File: src/rtl/i2c_target_rx_pkg.sv
`timescale 1ns/1ps
`default_nettype none
// ============================================================================
// Module      : I2cTargetPackage
// Description : Shared types and constants for the I2C target receiver.
//               State encoding for the protocol FSM, the R/W bit value
//               and the byte geometry.
// Revision    : 1.0 - initial release
// ============================================================================
package I2cTargetPackage;

    typedef enum logic [2:0] {
        IDLE       = 3'd0,
        ADDR       = 3'd1,
        ADDR_ACK   = 3'd2,
        WRITE_BYTE = 3'd3,
        WRITE_ACK  = 3'd4,
        READ_BYTE  = 3'd5,
        READ_ACK   = 3'd6,
        IGNORE     = 3'd7
    } I2cTargetState_enum;

    localparam logic       I2C_RW_READ       = 1'b1;
    localparam int         I2C_BITS_PER_BYTE = 8;
    // Bit-counter value seen while the last bit of a byte is being handled.
    localparam logic [2:0] LAST_BIT_IDX      = 3'(I2C_BITS_PER_BYTE - 1);

endpackage
`default_nettype wire

File: src/rtl/i2c_target_rx_line_sync.sv
`timescale 1ns/1ps
`default_nettype none
// ============================================================================
// Module      : i2c_line_sync
// Description : Synchronises the raw SCL/SDA pins into the clk domain and
//               derives edge strobes plus START/STOP conditions.
// Ports       : clk, reset    - system clock, async active-high reset
//               scl_in/sda_in - raw pin levels
//               scl_hi/sda_hi - synchronised line levels
//               scl_rise/scl_fall - one-cycle SCL edge strobes
//               start_det/stop_det - SDA fall/rise while SCL is high
// Revision    : 1.0 - initial release
// ============================================================================
module i2c_line_sync #(
    parameter int SYNC_STAGES = 2
) (
    input  logic clk,
    input  logic reset,
    input  logic scl_in,
    input  logic sda_in,
    output logic scl_hi,
    output logic sda_hi,
    output logic scl_rise,
    output logic scl_fall,
    output logic start_det,
    output logic stop_det
);

    // Depths below two are not metastability safe; clamp rather than fail.
    localparam int EFF_STAGES = (SYNC_STAGES < 2) ? 2 : SYNC_STAGES;

    logic [EFF_STAGES-1:0] scl_sync_q;
    logic [EFF_STAGES-1:0] sda_sync_q;
    logic                  scl_prev_q;
    logic                  sda_prev_q;

    // Idle bus level is high, so resetting to 1 cannot fake an edge.
    always_ff @(posedge clk or posedge reset) begin
        if (reset) begin
            scl_sync_q <= '1;
            sda_sync_q <= '1;
            scl_prev_q <= 1'b1;
            sda_prev_q <= 1'b1;
        end else begin
            scl_sync_q <= {scl_sync_q[EFF_STAGES-2:0], scl_in};
            sda_sync_q <= {sda_sync_q[EFF_STAGES-2:0], sda_in};
            scl_prev_q <= scl_sync_q[EFF_STAGES-1];
            sda_prev_q <= sda_sync_q[EFF_STAGES-1];
        end
    end

    logic w_scl_cur;
    logic w_sda_cur;

    assign w_scl_cur = scl_sync_q[EFF_STAGES-1];
    assign w_sda_cur = sda_sync_q[EFF_STAGES-1];

    assign scl_hi    = w_scl_cur;
    assign sda_hi    = w_sda_cur;
    assign scl_rise  =  w_scl_cur & ~scl_prev_q;
    assign scl_fall  = ~w_scl_cur &  scl_prev_q;
    // SCL must be high on both samples so an SDA change coincident with
    // an SCL edge is never mistaken for a bus condition.
    assign start_det = ~w_sda_cur &  sda_prev_q & w_scl_cur & scl_prev_q;
    assign stop_det  =  w_sda_cur & ~sda_prev_q & w_scl_cur & scl_prev_q;

endmodule
`default_nettype wire

File: src/rtl/i2c_target_rx.sv
`timescale 1ns/1ps
`default_nettype none
// ============================================================================
// Module      : i2c_target_rx
// Description : I2C target (responder). Detects START/STOP, matches a 7-bit
//               address, ACKs it and deserialises write bytes into a
//               single-cycle valid stream.
// Ports       : clk, reset        - system clock (>= 8x SCL), async reset
//               scl_in, sda_in    - bus pins
//               sda_out           - 0 pulls SDA low, 1 releases
//               rx_data/rx_valid/rx_first - received byte stream
//               frame_start/frame_stop    - bus condition pulses
//               busy, byte_count  - transaction status
//               tx_data, tx_req   - read data path (optional)
// Options     : I2C_TARGET_READ_EN - adds read transfers (tx_data/tx_req).
//               Undefined: read addresses are not acknowledged.
// Revision    : 1.0 - initial release
// ============================================================================
module i2c_target_rx
    import I2cTargetPackage::*;
#(
    parameter logic [6:0] TARGET_ADDR = 7'h3C,
    parameter int         SYNC_STAGES = 2
) (
    input  logic        clk,
    input  logic        reset,
    input  logic        scl_in,
    input  logic        sda_in,
    output logic        sda_out,
    output logic [7:0]  rx_data,
    output logic        rx_valid,
    output logic        rx_first,
    output logic        frame_start,
    output logic        frame_stop,
    output logic        busy,
    output logic [15:0] byte_count
`ifdef I2C_TARGET_READ_EN
    ,
    input  logic [7:0]  tx_data,
    output logic        tx_req
`endif
);

    logic scl_hi, sda_hi, scl_rise, scl_fall, start_det, stop_det;

    i2c_line_sync #(
        .SYNC_STAGES (SYNC_STAGES)
    ) u_line_sync (
        .clk       (clk),
        .reset     (reset),
        .scl_in    (scl_in),
        .sda_in    (sda_in),
        .scl_hi    (scl_hi),
        .sda_hi    (sda_hi),
        .scl_rise  (scl_rise),
        .scl_fall  (scl_fall),
        .start_det (start_det),
        .stop_det  (stop_det)
    );

    I2cTargetState_enum state_q, state_d;
    // Seven stored bits: the eighth bit completes the byte straight from
    // the line, and on reads the MSB goes to the pin at load time.
    logic [6:0]  shreg_q, shreg_d;
    logic [2:0]  bitcnt_q, bitcnt_d;
    // ACK slot phase: 0 = waiting for the fall that starts the slot,
    // 1 = slot in progress, next fall ends it.
    logic        ack_drv_q, ack_drv_d;
    logic        sda_out_q, sda_out_d;
    logic [7:0]  rx_data_q, rx_data_d;
    logic        rx_valid_q, rx_valid_d;
    logic        rx_first_q, rx_first_d;
    logic        frame_start_q, frame_start_d;
    logic        frame_stop_q, frame_stop_d;
    logic        busy_q, busy_d;
    logic [15:0] byte_count_q, byte_count_d;
`ifdef I2C_TARGET_READ_EN
    logic        rd_q, rd_d;
    logic        tx_req_q, tx_req_d;
`endif

    logic       w_bit_tick;
    logic [7:0] w_byte;
    logic       w_addr_match;
    logic       w_is_read;

    assign w_bit_tick   = scl_rise & scl_hi;
    assign w_byte       = {shreg_q, sda_hi};
    assign w_addr_match = (w_byte[7:1] == TARGET_ADDR);
    assign w_is_read    = (w_byte[0] == I2C_RW_READ);

    always_ff @(posedge clk or posedge reset) begin
        if (reset) begin
            state_q       <= IDLE;
            shreg_q       <= '0;
            bitcnt_q      <= '0;
            ack_drv_q     <= 1'b0;
            sda_out_q     <= 1'b1;
            rx_data_q     <= '0;
            rx_valid_q    <= 1'b0;
            rx_first_q    <= 1'b0;
            frame_start_q <= 1'b0;
            frame_stop_q  <= 1'b0;
            busy_q        <= 1'b0;
            byte_count_q  <= '0;
`ifdef I2C_TARGET_READ_EN
            rd_q          <= 1'b0;
            tx_req_q      <= 1'b0;
`endif
        end else begin
            state_q       <= state_d;
            shreg_q       <= shreg_d;
            bitcnt_q      <= bitcnt_d;
            ack_drv_q     <= ack_drv_d;
            sda_out_q     <= sda_out_d;
            rx_data_q     <= rx_data_d;
            rx_valid_q    <= rx_valid_d;
            rx_first_q    <= rx_first_d;
            frame_start_q <= frame_start_d;
            frame_stop_q  <= frame_stop_d;
            busy_q        <= busy_d;
            byte_count_q  <= byte_count_d;
`ifdef I2C_TARGET_READ_EN
            rd_q          <= rd_d;
            tx_req_q      <= tx_req_d;
`endif
        end
    end

    always_comb begin
        state_d       = state_q;
        shreg_d       = shreg_q;
        bitcnt_d      = bitcnt_q;
        ack_drv_d     = ack_drv_q;
        sda_out_d     = sda_out_q;
        rx_data_d     = rx_data_q;
        rx_valid_d    = 1'b0;
        rx_first_d    = 1'b0;
        frame_start_d = 1'b0;
        frame_stop_d  = 1'b0;
        busy_d        = busy_q;
        byte_count_d  = byte_count_q;
`ifdef I2C_TARGET_READ_EN
        rd_d          = rd_q;
        tx_req_d      = 1'b0;
`endif

        // Bus conditions override any bit activity; a partial byte is
        // simply abandoned.
        if ((state_q != IDLE) && stop_det) begin
            state_d      = IDLE;
            sda_out_d    = 1'b1;
            busy_d       = 1'b0;
            frame_stop_d = busy_q;
        end else if (start_det) begin
            state_d       = ADDR;
            sda_out_d     = 1'b1;
            busy_d        = 1'b0;
            frame_start_d = 1'b1;
            bitcnt_d      = '0;
            ack_drv_d     = 1'b0;
            byte_count_d  = '0;
        end else begin
            case (state_q)
                ADDR: begin
                    if (w_bit_tick) begin
                        shreg_d  = w_byte[6:0];
                        bitcnt_d = bitcnt_q + 3'd1;
                        if (bitcnt_q == LAST_BIT_IDX) begin
                            ack_drv_d = 1'b0;
                            if (w_addr_match && !w_is_read) begin
                                state_d = ADDR_ACK;
                                busy_d  = 1'b1;
`ifdef I2C_TARGET_READ_EN
                                rd_d    = 1'b0;
`endif
                            end
`ifdef I2C_TARGET_READ_EN
                            else if (w_addr_match) begin
                                state_d = ADDR_ACK;
                                busy_d  = 1'b1;
                                rd_d    = 1'b1;
                            end
`endif
                            else begin
                                state_d = IGNORE;
                            end
                        end
                    end
                end

                ADDR_ACK, WRITE_ACK: begin
                    if (scl_fall) begin
                        if (!ack_drv_q) begin
                            sda_out_d = 1'b0;
                            ack_drv_d = 1'b1;
                        end else begin
                            ack_drv_d = 1'b0;
                            bitcnt_d  = '0;
`ifdef I2C_TARGET_READ_EN
                            if (rd_q) begin
                                // The fall ending the address ACK also
                                // launches the first read bit.
                                state_d   = READ_BYTE;
                                shreg_d   = tx_data[6:0];
                                sda_out_d = tx_data[7];
                                tx_req_d  = 1'b1;
                            end else
`endif
                            begin
                                state_d   = WRITE_BYTE;
                                sda_out_d = 1'b1;
                            end
                        end
                    end
                end

                WRITE_BYTE: begin
                    if (w_bit_tick) begin
                        shreg_d  = w_byte[6:0];
                        bitcnt_d = bitcnt_q + 3'd1;
                        if (bitcnt_q == LAST_BIT_IDX) begin
                            rx_data_d    = w_byte;
                            rx_valid_d   = 1'b1;
                            rx_first_d   = (byte_count_q == 16'd0);
                            byte_count_d = byte_count_q + 16'd1;
                            state_d      = WRITE_ACK;
                            ack_drv_d    = 1'b0;
                        end
                    end
                end

`ifdef I2C_TARGET_READ_EN
                READ_BYTE: begin
                    if (scl_fall) begin
                        if (bitcnt_q == LAST_BIT_IDX) begin
                            sda_out_d    = 1'b1;
                            state_d      = READ_ACK;
                            ack_drv_d    = 1'b0;
                            bitcnt_d     = '0;
                            byte_count_d = byte_count_q + 16'd1;
                        end else begin
                            sda_out_d = shreg_q[6];
                            shreg_d   = {shreg_q[5:0], 1'b0};
                            bitcnt_d  = bitcnt_q + 3'd1;
                        end
                    end
                end

                READ_ACK: begin
                    // ack_drv_q marks that the master ACKed; the next byte
                    // starts on the fall closing the ACK clock.
                    if (ack_drv_q) begin
                        if (scl_fall) begin
                            state_d   = READ_BYTE;
                            ack_drv_d = 1'b0;
                            bitcnt_d  = '0;
                            shreg_d   = tx_data[6:0];
                            sda_out_d = tx_data[7];
                            tx_req_d  = 1'b1;
                        end
                    end else if (w_bit_tick) begin
                        if (sda_hi) begin
                            state_d = IGNORE;
                        end else begin
                            ack_drv_d = 1'b1;
                        end
                    end
                end
`endif

                IDLE, IGNORE: begin
                end

                default: begin
                    state_d   = IDLE;
                    sda_out_d = 1'b1;
                end
            endcase
        end
    end

    assign sda_out     = sda_out_q;
    assign rx_data     = rx_data_q;
    assign rx_valid    = rx_valid_q;
    assign rx_first    = rx_first_q;
    assign frame_start = frame_start_q;
    assign frame_stop  = frame_stop_q;
    assign busy        = busy_q;
    assign byte_count  = byte_count_q;
`ifdef I2C_TARGET_READ_EN
    assign tx_req      = tx_req_q;
`endif

endmodule
`default_nettype wire

File: config.mk
export PLATFORM = sky130hd
export DESIGN_NAME = i2c_target_rx
export DESIGN_NICKNAME = d
export VERILOG_FILES = /design/src/rtl/i2c_target_rx_pkg.sv /design/src/rtl/i2c_target_rx_line_sync.sv /design/src/rtl/i2c_target_rx.sv
export SDC_FILE = /design/constraint.sdc
export NUM_CORES = 1
export LEC_CHECK = 0
export ABC_CLOCK_PERIOD_IN_PS = 1900
export CORE_ASPECT_RATIO = 0.75
export CORE_UTILIZATION = 35
export DETAILED_ROUTE_END_ITERATION = 8
export MAX_ROUTING_LAYER = met4
export PLACE_DENSITY = 0.56
export SETUP_SLACK_MARGIN = 0.3
export SYNTH_ARGS = -nofsm -noshare
export SYNTH_HDL_FRONTEND = slang
export SYNTH_SLANG_ARGS = --single-unit
File: constraint.sdc
create_clock -name clk -period 1.9 [get_ports clk]
set_clock_uncertainty 0.1 [all_clocks]
set_input_delay 0.285 -clock clk [delete_from_list [all_inputs] [get_ports clk]]
set_output_delay 0.285 -clock clk [all_outputs]
set_load 0.01 [all_outputs]
# ---- Yosys cells after proc, flatten, opt, wreduce, memory -nomap -nowiden
# Cells that the tools add are included.
dict set report totals {
  ff_bits 50
  latchBits 0
  ramBits 0
  rom_bits 0
  in_bits 4
  output_inout_bits 30
  elab_cells 127
  memories 0
}
dict set report classes {
  addsub 2
  mul 0
  div 0
  n_lt_le_gt_ge 0
  eq_ne 19
  shifts 0
  muxes 49
  bitwise 15
  n_reduce_logical 26
}
# op n
set op_table {}
lappend op_table {{$mux 16} 4}
lappend op_table {{$mux 3} 13}
lappend op_table {{$mux 1} 28}
lappend op_table {{$ne 4x4->1 const B} 6}
lappend op_table {{$reduce_bool 3->1} 6}
lappend op_table {{$add 16x1->16 const B} 1}
lappend op_table {{$logic_not 16->1} 1}
lappend op_table {{$reduce_and 5->1} 3}
lappend op_table {{$pmux 3 s4} 1}
lappend op_table {{$reduce_and 4->1} 3}
lappend op_table {{$and 1x1->1} 9}
lappend op_table {{$eq 3x3->1 const B} 3}
lappend op_table {{$ne 3x1->1 const B} 3}
lappend op_table {{$ne 3x3->1 const B} 3}
lappend op_table {{$eq 7x6->1 const B} 1}
lappend op_table {{$reduce_and 7->1} 1}
lappend op_table {{$eq 3x2->1 const B} 2}
lappend op_table {{$not 1->1} 6}
lappend op_table {{$pmux 3 s2} 1}
lappend op_table {{$reduce_bool 2->1} 3}
lappend op_table {{$reduce_or 2->1} 3}
lappend op_table {{$pmux 1 s2} 2}
lappend op_table {{$reduce_or 4->1} 1}
lappend op_table {{$add 3x1->3 const B} 1}
lappend op_table {{other kinds (5)} 6}

# ---- Logic depth before layout (Yosys ltp)
dict set report logic_depth {
  word_depth 8
  depth_mapped 8
  mapped_depth_nobuf 7
}

# ---- Modules after synthesis
# A second synthesis with hierarchy kept.
dict set report hier_totals {
  cells_unflattened 225
  area_unflattened_um2 2481.1
}
# module n_inst cells_each area_per_inst_um2 seq_area_each_um2
set by_module_without_submodules {}
lappend by_module_without_submodules {i2c_target_rx 1 214 2287.2 1102.3}
lappend by_module_without_submodules {i2c_line_sync 1 11 193.9 157.7}

# ---- Least setup slack after synthesis
# Ideal clock, no wire load.
dict set report synth_path {
  path_type {register to register}
  startpoint {reg bitcnt_q[0]}
  endpoint {reg byte_count_q[9], in the netlist byte_count[9]}
  setup_time_ps 125
  arrival_ps 1692
  t_required_ps 1675
  slack_ps -17
  stages_incl_launch_ff 8
  n_path_buf 0
  synth_period_minus_slack_ps 1917
  cell_sequence {dfrtp_1 -> ha_1 -> ha_1 -> nand4b_4 -> o21a_4 -> nor3_1 -> nand2_1 -> mux2_2}
}
dict set report synth_via {
  elab_chain_cells 3
}
# item line
set synth_lines {}
lappend synth_lines {{from (decl)} i2c_target_rx.sv:65} ;# logic [2:0] bitcnt_q, bitcnt_d;
lappend synth_lines {{from (signal assigned)} i2c_target_rx.sv:113} ;# bitcnt_q <= bitcnt_d;
lappend synth_lines {{$eq 3x3->1} i2c_target_rx.sv:222} ;# if (bitcnt_q == LAST_BIT_IDX) begin
lappend synth_lines {{$reduce_bool 2->1 (no line)} -}
lappend synth_lines {{$reduce_and 4->1 (no line)} -}
lappend synth_lines {{to (signal assigned)} i2c_target_rx.sv:122} ;# byte_count_q <= byte_count_d;
lappend synth_lines {{to (decl)} i2c_target_rx.sv:76} ;# logic [15:0] byte_count_q, byte_count_d;
# No other way between the ends.
# A chain may end at the register's enable or synchronous reset.

# ---- Worst setup path after layout
dict set report layout_path {
  startpoint {reg bitcnt_q[1]}
  endpoint {reg rx_data_q[1], in the netlist rx_data[1]}
}
dict set report layout_via {
  elab_chain_cells 2
}
# item line
set layout_lines {}
lappend layout_lines {{$eq 3x3->1} i2c_target_rx.sv:222}
lappend layout_lines {{$reduce_and 5->1 (no line)} -}
lappend layout_lines {{to (signal assigned)} i2c_target_rx.sv:116} ;# rx_data_q <= rx_data_d;
lappend layout_lines {{to (decl)} i2c_target_rx.sv:70} ;# logic [7:0] rx_data_q, rx_data_d;
# No other way between the ends.

==> results.toml <==
[global_routing]
grt_pass1_wl_um = 10470
grt-ovfl-total = 0
antenna_found_initial = 0
grt_max_degree = 25
first_global_vias = 2090
grtUsageTotal = 0.1868

[logic_synthesis]
synth_xor_area_frac = 0.04594
synthAdderAreaFrac = 0.02019
ys_async_sr_fraction = 1.000
synth_compound_area_frac = 0.08632
synth_cells = 228
muxShareOfSynthArea = 0.09036
synth-edff-count = 0
yosysSeqAreaShare = 0.5083
synth_seq_cells = 50
synth_nets = 236
synth_top_family_by_area = "simple AND/OR/NAND/NOR gates"
synth_cell_types = 48
syn-cell-area_um2 = 2479
ys.flop_type = "dfrtp_1"
yosys.area_share.simple = 0.2125
syn_avg_cell_area_um2 = 10.87
synth_warnings = 0

[cells_and_area]
final_util = 0.5614
final_area_um2 = 3835
mostFrequentLayoutCell = "buf_4"
final_cell_mix = "buf_4, dfrtp_1, nor2_1"
drive_gt1_frac = 0.4497
area_growth_pct = 54.72
fillers = 586
antenna_cells = 0
fin_nets = 325

[placement]
place.port_buffers = 33
place.gp.congestion = 0.8556
placed_area_um2 = 3329
dp_hpwl_um = 4073

[critical_path]
setup.worst_path.end_class = "flop"
worstSetupPathType = "reg2reg"
start_kind = "flop"
critPathMaxFanout = 9
reg2reg_from = "bitcnt_q[1]"
r2r_setup_slack_ns = 0.01
arrival_ns = 1.98
r2r_end = "rx_data[1]"
ff2ff_path_depth = 7
crit_chain = "ha_2 > ha_4 > nand4b_4 > buf_4 > nor3_4 > buf_6 > mux2_2"
cp_top_family = "flip-flops"
max_stage_delay_ns = 0.37
cp_num_buf_inv = 2
cp_slowest_cell = "dfrtp_1"
cp.required_ns = 2.00

[job]
drv_cap = 0

[clock_network]
cts.clk_slew.worst_paths_ns = 0.10
cts_buffer_depth = 2
hold_buffers = 0
insertion_delay_ns = 0.31
clockRootBuffer = "clkbuf_8"
h-tree-depth = 2
clock-sinks = 50
cts_buffers = 5
cts_tree = "yes"

[sta]
clock.fmax_ghz = 0.5300
setup_viol = 0
fin_hold_ws_ns = 0.1487
period_share = 0.9930
hold_viol = 0
drv_slew = 0
rsz0062_at_grt = "true"
period_minus_slack_ns = 1.887
worst_pin_slew_ns = 0.4552
max_slew_margin = 0.6957

[power_and_ir_drop]
power_density_nw_per_um2 = 909.4
vdd_ir_drop_max_mv = 0.4292
leakage_uw = 0.002001
total_power_uw = 3487

[routing]
wirelength_um = 6260
wl_per_cell_um = 15.57
vias_per_cell = 5.139
vias = 2066
drt_iter0_drc = 78
first_pass_iters = 6
drc = 0
drtAntennaViolNets = 0

[die]
die_h_um = 74.88
die_width_um = 99.17
pin_count = 34
die_area_um2 = 7426
row_count = 26
start_util = 0.3628
coreArea_um2 = 6832

[status]
status = "complete, no violations"

[worst_hold_path]
min_path_type = "in2async"
==> power by group <==
group | leakage [uW] | switching, uW | internal, uW
Sequential | 0.000655 | 203 | 1210
Clock | 0.0000618 | 375 | 434
Combinational | 0.00128 | 561 | 701
==> layer usage <==
layer  vias up  wire (um)  track usage
met2        41       2905       0.2859
met4         0         57      0.05229
met5         -          0            -
li1        986          -            -
met1      1033       3102       0.2526
met3         6        194      0.04085
==> synthesized netlist by cell type, types with 3 or more instances <==
cell | instances | area, um^2
a21o_1 | 3 | 22.52
dfstp_2 | 7 | 183.9
o21ai_0 | 5 | 25.02
xnor2_1 | 12 | 105.1
nor3_1 | 5 | 25.02
nand2_1 | 16 | 60.06
buf_2 | 3 | 15.01
nand3_1 | 7 | 35.03
a21oi_1 | 5 | 25.02
nor4_1 | 11 | 68.82
nand4_1 | 3 | 18.77
and2_1 | 3 | 18.77
dfrtp_1 | 43 | 1076
inv_1 | 11 | 41.29
nor2_1 | 20 | 75.07
and4_1 | 5 | 43.79
nand2b_1 | 4 | 25.02
mux2_2 | 19 | 214.0
nor2b_1 | 5 | 31.28
ha_1 | 4 | 50.05
==> area by class of cell <==
type / count / area, um^2 / area share
Clock buffer: 6 / 82.58 / 0.02153
Clock inverter: 2 / 38.79 / 0.01011
Inverter: 11 / 48.80 / 0.01272
Multi-Input combinational cell: 159 / 1473 / 0.3840
Sequential cell: 50 / 1266 / 0.3302
Tap cell: 84 / 105.1 / 0.02741
Timing Repair Buffer: 90 / 820.8 / 0.2140
==> kinds of logic (layout without fill, tap and decap cells) <==
group                      after synthesis  in the layout
adders and majority gates                4              4
muxes                                   20             20
DFF                                     50             50
and+or+nand+nor                         92             92
buffers and inverters                   19            109
xor gates and xnor gates                13             13
AOI/OAI and AO/OA                       30             30
==> registers in the layout (all words and copies together), names as in the netlist, 2 cells and up <==
register,count
u_line_sync.sda_sync_q,2
rx_data,8
state_q,3
shreg_q,7
bitcnt_q,3
u_line_sync.scl_sync_q,2
byte_count,16
==> worst max-delay path by stage <==
stage,startpoint,slack (ns),endpoint,cells after the start
6_report,bitcnt_q[1],0.01,rx_data[1],7
5_1_grt,bitcnt_q[1],-0.09,rx_data[6],7
4_1_cts,bitcnt_q[1],0.004,rx_data[1],7
3_5_place_dp,bitcnt_q[1],-0.01,rx_data[6],7
3_3_place_gp,u_line_sync.scl_sync_q[1],0.02,state_q[0],5
2_1_floorplan,bitcnt_q[0],0.05,rx_data[0],5
==> metrics by stage <==
stage	instances	worst slack, ns	TNS [ns]
final	402	0.01324	0
after floorplan	228	0.05196	0
after global placement	366	0.01567	0
after global routing	402	-0.09332	-1.209
after detailed placement	366	-0.01127	-0.06117
after CTS	399	0.004246	0
==> what timing repair did <==
item                                    CTS  global route
cloned                                    0             0
pin swaps                                 9             6
gates resized for setup                  37            29
setup buffers                            25             3
endpoints found under the setup margin   60            54
==> worst register-to-register path: cells and delay by family (launching register included) <==
| kind | cells | cell delay [ns] |
|---|---|---|
| buffers and inverters | 2 | 0.37 |
| AND/OR/NAND/NOR | 2 | 0.27 |
| adder cells (fa/ha/maj) | 2 | 0.34 |
| flip-flops | 1 | 0.37 |
| multiplexers | 1 | 0.34 |
(Power assumes the default switching activity.)
